**src/rtl/ysyx_22040386_clint.sv**
```systemverilog
// Core-local interruptor: mtime, mtimecmp and msip behind the MEM-stage port.
// Reads are combinational from registered state; writes commit at posedge.
module ysyx_22040386_clint #(
  parameter int unsigned TICK_DIV      = 1,
  parameter logic [63:0] ADDR_MSIP     = 64'h200_0000,
  parameter logic [63:0] ADDR_MTIMECMP = 64'h200_4000,
  parameter logic [63:0] ADDR_MTIME    = 64'h200_BFF8
) (
  input  logic        i_CLINT_clk,
  input  logic        i_CLINT_rst_n,
  input  logic [63:0] i_CLINT_addr,
  input  logic [63:0] i_CLINT_wr_data,
  input  logic        i_CLINT_wen,
  input  logic        i_CLINT_ren,
  output logic [63:0] o_CLINT_rd_data,
  output logic        o_CLINT_hit,
  output logic        o_CLINT_timer_interrupt,
  output logic        o_CLINT_soft_interrupt
);

  localparam int PW = (TICK_DIV > 1) ? $clog2(TICK_DIV) : 1;
  localparam logic [PW-1:0] PMAX = PW'(TICK_DIV - 1);

  logic [63:0]   mtime_q, mtime_d;
  logic [63:0]   mtimecmp_q, mtimecmp_d;
  logic          msip_q, msip_d;
  logic [PW-1:0] presc_q, presc_d;

  logic sel_msip;
  logic sel_cmp;
  logic sel_mtime;
  logic tick;

  // Exact full-width address decode, no aliasing
  always_comb begin
    sel_msip  = (i_CLINT_addr == ADDR_MSIP);
    sel_cmp   = (i_CLINT_addr == ADDR_MTIMECMP);
    sel_mtime = (i_CLINT_addr == ADDR_MTIME);
  end

  assign o_CLINT_hit = sel_msip | sel_cmp | sel_mtime;
  assign tick        = (presc_q == PMAX);

  // Read mux returns pre-edge register state
  always_comb begin
    o_CLINT_rd_data = 64'd0;
    if (i_CLINT_ren) begin
      unique case (1'b1)
        sel_msip:  o_CLINT_rd_data = {63'd0, msip_q};
        sel_cmp:   o_CLINT_rd_data = mtimecmp_q;
        sel_mtime: o_CLINT_rd_data = mtime_q;
        default:   o_CLINT_rd_data = 64'd0;
      endcase
    end
  end

  // Next state: prescaled tick, then software writes override
  always_comb begin
    mtime_d    = mtime_q;
    mtimecmp_d = mtimecmp_q;
    msip_d     = msip_q;
    presc_d    = presc_q;
    if (tick) begin
      presc_d = '0;
      mtime_d = mtime_q + 64'd1;
    end else begin
      presc_d = presc_q + PW'(1);
    end
    if (i_CLINT_wen) begin
      unique case (1'b1)
        sel_msip: msip_d = i_CLINT_wr_data[0];
        sel_cmp:  mtimecmp_d = i_CLINT_wr_data;
        sel_mtime: begin
          mtime_d = i_CLINT_wr_data;
          presc_d = '0;
        end
        default: ;
      endcase
    end
  end

  // State registers with synchronous active-low reset
  always_ff @(posedge i_CLINT_clk) begin
    if (!i_CLINT_rst_n) begin
      mtime_q    <= 64'd0;
      mtimecmp_q <= '1;
      msip_q     <= 1'b0;
      presc_q    <= '0;
    end else begin
      mtime_q    <= mtime_d;
      mtimecmp_q <= mtimecmp_d;
      msip_q     <= msip_d;
      presc_q    <= presc_d;
    end
  end

  assign o_CLINT_timer_interrupt = (mtime_q >= mtimecmp_q);
  assign o_CLINT_soft_interrupt  = msip_q;

endmodule

```
**config.mk**
```make
export PLATFORM = sky130hd
export DESIGN_NAME = ysyx_22040386_clint
export DESIGN_NICKNAME = d
export VERILOG_FILES = /design/src/rtl/ysyx_22040386_clint.sv
export SDC_FILE = /design/constraint.sdc
export NUM_CORES = 1
export LEC_CHECK = 0
export ABC_AREA = 1
export BUFFER_PORTS_ARGS = -buffer_cell sky130_fd_sc_hd__buf_2
export CORE_MARGIN = 2
export CORE_UTILIZATION = 24
export DETAILED_ROUTE_END_ITERATION = 12
export PLACE_DENSITY = 0.42
export SLEW_MARGIN = 20
export SYNTH_ARGS = -nofsm -noshare
export SYNTH_HDL_FRONTEND = slang
export SYNTH_SLANG_ARGS = --single-unit
```
**constraint.sdc**
```tcl
create_clock -name i_CLINT_clk -period 1.8 [get_ports i_CLINT_clk]
set_input_delay 0.27 -clock i_CLINT_clk [delete_from_list [all_inputs] [get_ports i_CLINT_clk]]
set_output_delay 0.27 -clock i_CLINT_clk [all_outputs]
set_load 0.01 [all_outputs]
```
Yosys cells after proc, flatten, opt, wreduce, memory -nomap -nowiden

Cells that the tools add are included.

Mux-type cells: 8
$lt $le $gt $ge: 1
Bitwise operators: 2
Add/sub/neg operators: 2
Reduce and logical (&&, ||, !) cells: 2
Equal/unequal tests: 3

Operator list:

| operator                                               | count |
|---|---|
| two-way mux 64 bit                                     | 4 |
| equality test 64 x 26 -> 1 bit (second input constant) | 3 |
| one-hot mux 64 bit (3 select lines)                    | 1 |
| adder 64 x 1 -> 64 bit (second input constant)         | 1 |
| >= comparator 64 bit                                   | 1 |
| AND reduction 2 bit                                    | 2 |
| two-way mux 1 bit                                      | 3 |
| bitwise OR 1 bit                                       | 2 |
| adder 1 bit (second input constant)                    | 1 |

Bits in registers: 130
Output and inout port bits: 67

Longest topological paths before layout

Gate-level depths: netlist of the first run.

Word-level depth: 4
Mapped depth: 14

Worst setup path after synthesis of the first run

OpenSTA, ideal clock, no wires.

Kind: input port to output port
Start point: in i_CLINT_addr[1]
End point: out o_CLINT_rd_data[23]
Setup slack: -0.044 ns
Stages on the path: 10
Data arrival time: 1.574 ns
Buffers on the path: 1
Data required time: 1.530 ns
Path through: nor2_1 nand2_1 nor2_2 nand2_1 nor2_4 nand3_2 nand3_2 nand2_4 buf_4 nor2_1

Word-level cells in the longest chain between the ends: 3

RTL lines:

| item                                                     | RTL line   | text |
|---|---|---|
| from (decl)                                              | 11         | `input logic [63:0] i_CLINT_addr,` |
| equality test 64 x 26 -> 1 bit, on equally long branches | 38, 36, 37 |  |
| one-hot mux 64 bit (3 select lines) *                    | 48         | `unique case (1'b1)` |
| two-way mux 64 bit *                                     | 47         | `if (i_CLINT_ren) begin` |
| to (decl)                                                | 15         | `output logic [63:0] o_CLINT_rd_data,` |

Every way passes the cells marked *; elsewhere a longest branch is shown, timed or not.

Worst setup path in the final report of the first run

Start point: reg mtimecmp_q[51]
End point: out o_CLINT_timer_interrupt

Word-level cells in the longest chain between the ends: 1

RTL lines:

| item                   | RTL line | text |
|---|---|---|
| from (decl)            | 25       | `logic [63:0] mtimecmp_q, mtimecmp_d;` |
| from (signal assigned) | 91       | `mtimecmp_q <= mtimecmp_d;` |
| >= comparator 64 bit   | 97       | `assign o_CLINT_timer_interrupt = (mtime_q >= mtimecmp_q);` |
| to (decl)              | 17       | `output logic o_CLINT_timer_interrupt,` |

Every way passes these cells.

==> flow_summary.ini, run 1 <==
[sta]
max_freq_mhz = 411
finalWorstSetupSlack_ns = -0.635
slew_headroom = 0.677
post-route-min-period_ns = 2.43
finalCritPeriodShare = 1.35
drv_slew = 0
setup_viol = 74
worst_pin_slew_ns = 0.484
hold_viol = 0
skew_ns = 0.0141
fin_setup_tns_ns = -22.90
rsz0062_at_grt = true

[drt]
viasPerCell = 4.71
dr.pass1.iters = 5
drt_wl_total_um = 50400
first_iter_violations = 730
drtAntennaViolNets = 0
vias = 13100
drcViolationCount = 0
wl_per_cell_um = 18.1

[synth]
synth.distinct_cells = 38
seq_area_frac_synth = 0.252
synth_area_per_cell_um2 = 5.94
syn_nets = 1924
netlist_instances = 1727
synth_area_um2 = 10300
synth_warnings = 0
ys_seq_elements = 129

[power]
p_sw_frac = 0.256
p_per_area_nw_per_um2 = 402
ir_drop_uv = 572
clock_power_share = 0.537
leakage_uw = 0.00875
power_frac_comb = 0.071
p_int_uw = 5440
seqPwrFrac = 0.392
p_switching_uw = 1870

[min_path]
hold_class = input port to flip-flop

[worst_setup_path]
path_class = flip-flop to primary output
cp.required_ns = 1.53
crit_fanout = 3
critPathLaunchType = flip-flop
crit_path_end_kind = primary output
r2r_slack_ns = -0.08
arrival_ns = 2.16

[grt]
grt_overflow_total = 0
grt_max_degree = 61
grt_pass1_vias = 12900
grt_usage = 0.224
antenna_found_initial = 0
grt_pass1_wl_um = 75300

[place]
hpwl_um = 34500
portBuffers = 198
gp_congestion = 0.904
placedCellCount = 2674
place_area_um2 = 14000
dp_slack_ns = -0.476

[final_layout]
fillCellCount = 4425
layoutNonFillerInstCount = 2784
design_area_um2 = 18200
area_growth_pct = 77.3
nNetsFinal = 2429
postLayoutCoreUtil = 0.433
drive_above_1_share = 0.458
diodes = 0

[outcome]
status = complete, but fails checks
violations = negative setup slack

[cts]
clockBufferDepth = 2
clk_latency_ns = 0.46
cts_sinks = 129
cts_hold_buf = 0
cts_root_buffer = clkbuf_16
clk_pin_slew_ns = 0.07
cts_tree = done
cts_max_level = 4
cts_buffers = 17

[floorplanning]
dieWidth_um = 211
rows = 75
fp.coreArea_um2 = 42000
initial_core_util = 0.244
fp.dieArea_um2 = 44400
die_h_um = 211
ioPinCount = 199

[flow_run]
drv_cap = 0
==> worst paths after layout <==
path / startpoint / endpoint / cells after the start
max: mtimecmp_q[51] / o_CLINT_timer_interrupt / 12
max reg2reg: mtime_q[0] / mtime_q[38] / 12
min: i_CLINT_wr_data[52] / mtimecmp_q[52] / 3
min reg2reg: o_CLINT_soft_interrupt / o_CLINT_soft_interrupt / 2
==> cell families after synthesis <==
kind of cell    after synthesis  share of synthesized area
buf+inv                     272                      0.109
flops                       129                      0.252
fa+ha+maj                    65                     0.0793
simple gates               1089                      0.462
xor+xnor                     33                     0.0282
compound gates              139                     0.0697
==> stage by stage <==
stage	total power, uW	hold slack (ns)
2_1_floorplan	3050	0.383
3_3_place_gp	3350	0.480
5_1_grt	7540	0.0269
4_1_cts	7320	0.00491
3_5_place_dp	3350	0.484
6_report	7300	0.0170
==> placed cells by master, fill, tap and decap left out, types with 19 or more instances in the layout <==
master and n:
nor2_1 149, nand2_1 424, a21oi_1 42, dfxtp_2 45, o21ai_0 63, ha_1 53, buf_6 120, buf_2 120
inv_2 51, inv_1 149, nand3_1 84, buf_4 262, nor2_4 111, buf_12 31, nor2_2 69, nand2_2 67
clkbuf_16 20, xor2_1 19, dfxtp_1 82, nand4_1 103
==> registers in the layout (all words and copies together), names as in the netlist <==
name / cells
mtime_q: 64
mtimecmp_q: 64
o_CLINT_soft_interrupt: 1
==> metal layers <==
layer	vias up	track usage	part of all wire	wire [um]
met3	67	0.0326	0.046	2330
li1	6549	-	-	-
met4	0	0.0648	0.024	1190
met2	329	0.378	0.48	24400
met5	-	0	0	0
met1	6177	0.297	0.45	22500
==> worst max-delay path: stages (launching register included) <==
cell	delay, ns
dfxtp_2	0.34
inv_2	0.04
ha_4	0.27
nand2_4	0.06
nor2_4	0.10
nand2_2	0.07
nor3b_4	0.22
buf_6	0.14
nand2_4	0.04
nor3b_2	0.17
nand2_2	0.07
nand2_2	0.09
buf_6	0.10
==> cells in the mapped netlist (all sizes together) <==
| cell type | count | area share |
|---|---|---|
| o211ai | 2 | 0.0015 |
| nor3 | 30 | 0.016 |
| xnor2 | 13 | 0.011 |
| nand3b | 3 | 0.0026 |
| nor2 | 330 | 0.13 |
| inv | 202 | 0.074 |
| a21oi | 48 | 0.023 |
| and2 | 3 | 0.0018 |
| nor3b | 3 | 0.0027 |
| o21ai | 83 | 0.041 |
| a21boi | 1 | 0.00073 |
| nand4 | 104 | 0.065 |
| dfxtp | 129 | 0.25 |
| nand3 | 105 | 0.053 |
| nand2 | 511 | 0.19 |
| buf | 33 | 0.022 |
| a21o | 1 | 0.00073 |
| ha | 65 | 0.079 |
| o21bai | 1 | 0.00073 |
| o21a | 2 | 0.0015 |
| a31oi | 1 | 0.00061 |
| xor2 | 20 | 0.017 |
| clkbuf | 37 | 0.014 |
==> power by group through the flow <==
stage / sequential, uW / clock [uW] / combinational (uW)
6_report: 2860 / 3930 / 517
3_5_place_dp: 2930 / 0 / 420
4_1_cts: 2870 / 3990 / 459
2_1_floorplan: 2930 / 0 / 123
5_1_grt: 2860 / 4120 / 562
3_3_place_gp: 2930 / 0 / 421
==> repair_timing <==
action,in CTS,in global routing
gates resized for setup,283,408
hold endpoints to repair,0,0
endpoints found under the setup margin,112,116
pin swaps,71,244
setup buffers,34,35
cloned,20,3
==> cell type report <==
class | instances | area, um^2 | share of cell area
flip-flops and latches | 129 | 2650 | 0.146
repair buffers | 555 | 5110 | 0.281
multi-input cells | 1327 | 8350 | 0.459
clock inverters | 15 | 206 | 0.0114
clock buffers | 17 | 425 | 0.0234
inverters | 202 | 773 | 0.0425
well taps | 539 | 674 | 0.0371
(Power assumes the default switching activity.)
==> run 2: changes to the inputs <==
Settings changed: CORE_MARGIN 2 to 1.5, HOLD_SLACK_MARGIN set to 0.03.
==> flow_summary.ini, run 2 (synthesis results as in run 1) <==
[sta]
hold_viol = 0
rsz0062_at_grt = true
slew_headroom = 0.713
finalWorstSetupSlack_ns = -0.602
skew_ns = 0.00745
drv_slew = 0
max_freq_mhz = 416
worst_pin_slew_ns = 0.429
finalCritPeriodShare = 1.33
post-route-min-period_ns = 2.40
setup_viol = 76
fin_setup_tns_ns = -23.62

[grt]
grt_usage = 0.230
grt_pass1_vias = 13100
grt_pass1_wl_um = 76900
antenna_found_initial = 2
grt_overflow_total = 0
grt_max_degree = 48

[floorplanning]
fp.coreArea_um2 = 42000
rows = 75
initial_core_util = 0.244
ioPinCount = 199
fp.dieArea_um2 = 44000
dieWidth_um = 210
die_h_um = 210

[outcome]
status = complete, but fails checks
violations = negative setup slack

[drt]
drt_wl_total_um = 52000
wl_per_cell_um = 18.5
viasPerCell = 4.74
first_iter_violations = 761
drtAntennaViolNets = 0
drcViolationCount = 0
dr.pass1.iters = 5
vias = 13300

[worst_setup_path]
r2r_slack_ns = -0.18
critPathCapture = o_CLINT_timer_interrupt
cp.required_ns = 1.53
reg2regPathDepth = 15
critPathLaunchType = flip-flop
crit_fanout = 2
startpoint = mtimecmp_q[37]
timing.rr.end = mtime_q[62]
reg2reg_from = mtime_q[1]
arrival_ns = 2.13
crit_path_end_kind = primary output
path_class = flip-flop to primary output

[cts]
cts_buffers = 17
cts_tree = done
cts_root_buffer = clkbuf_16
cts_max_level = 4
clk_latency_ns = 0.45
cts_sinks = 129
clockBufferDepth = 2
clk_pin_slew_ns = 0.06

[final_layout]
area_growth_pct = 81.8
mostFrequentLayoutCells = nand2_1, buf_4, nor2_1
drive_above_1_share = 0.465
final_common_cell = nand2_1
nNetsFinal = 2451
fillCellCount = 4396
postLayoutCoreUtil = 0.444

[power]
ir_drop_uv = 562
p_per_area_nw_per_um2 = 387
leakage_uw = 0.00875

[place]
hpwl_um = 34300
gp_congestion = 0.911
portBuffers = 198

[min_path]
hold_class = input port to flip-flop

[flow_run]
drv_cap = 0
## run 2: changes by cell type in the layout (fill, tap and decap cells not counted), moves of 9 or more
| cell | previous run | this run |
|---|---|---|
| o21ai_1 | 16 | 40 |
| buf_4 | 262 | 246 |
| ha_1 | 53 | 43 |
| nor2_4 | 111 | 97 |
| dfxtp_1 | 82 | 73 |
| buf_6 | 120 | 133 |
| ha_4 | 12 | 22 |
| o21ai_0 | 63 | 38 |
| dlygate4sd3_1 | 0 | 20 |
## run 2: routing by layer
| layer | track usage | wire, um | vias up |
|---|---|---|---|
| li1 | - | - | 6600 |
| met1 | 0.300 | 23600 | 6379 |
| met2 | 0.394 | 25300 | 287 |
| met3 | 0.0292 | 1930 | 53 |
| met4 | 0.0692 | 1090 | 0 |
| met5 | 0 | 0 | - |
## run 2: final cells by class
| class | count | area [um^2] | share of cell area |
|---|---|---|---|
| inverter | 202 | 788 | 0.0423 |
| tap | 539 | 674 | 0.0362 |
| multi-input combinational | 1326 | 8370 | 0.449 |
| clock inverter | 11 | 160 | 0.00859 |
| timing repair buffer | 578 | 5510 | 0.296 |
| antenna | 2 | 5.00 | 0.000268 |
| clock buffer | 21 | 460 | 0.0247 |
| sequential | 129 | 2680 | 0.143 |
## run 2: metrics by stage
stage          power [uW]  instances  hold slack (ns)  setup WS, ns  cell area, um^2
6_report             7220       2808           0.0462        -0.602            18600
5_1_grt              7460       2808           0.0460        -0.665            18600
4_1_cts              7240       2786           0.0304        -0.628            17100
3_5_place_dp         3340       2670            0.485        -0.560            14000
3_3_place_gp         3340       2670            0.481        -0.508            14000
2_1_floorplan        3050       1727            0.383       -0.0243            10400
## run 2: power by group
part	switching (uW)	leakage (uW)	internal, uW
Combinational	274	0.00741	277
Clock	1440	0.000303	2380
Sequential	7.69	0.00104	2850
## run 2: worst min path at each step
stage | from | end | slack [ns] | cells after the start
after floorplan | i_CLINT_wr_data[0] | mtimecmp_q[0] | 0.38 | 2
after global placement | o_CLINT_soft_interrupt | o_CLINT_soft_interrupt | 0.48 | 2
after detailed placement | o_CLINT_soft_interrupt | o_CLINT_soft_interrupt | 0.48 | 2
after CTS | i_CLINT_wr_data[48] | mtimecmp_q[48] | 0.03 | 3
after global routing | i_CLINT_wr_data[39] | mtimecmp_q[39] | 0.05 | 3
final | i_CLINT_wr_data[3] | mtimecmp_q[3] | 0.05 | 3
## run 2: critical path: stages, from the launching register on
cell,delay [ns]
dfxtp_2,0.33
inv_2,0.04
ha_4,0.26
nand2_2,0.06
nor3_4,0.17
nand4_1,0.27
nor3b_2,0.28
nand2_2,0.07
nand2_2,0.08
buf_6,0.10
## run 2: what timing repair did
| action | in CTS | in global routing |
|---|---|---|
| gates resized for setup | 340 | 419 |
| gates cloned | 24 | 5 |
| pin swaps | 137 | 214 |
| hold buffers | 20 | 0 |
| setup buffers | 42 | 32 |
| endpoints found under the setup margin | 103 | 193 |
| hold endpoints to repair | 20 | 0 |
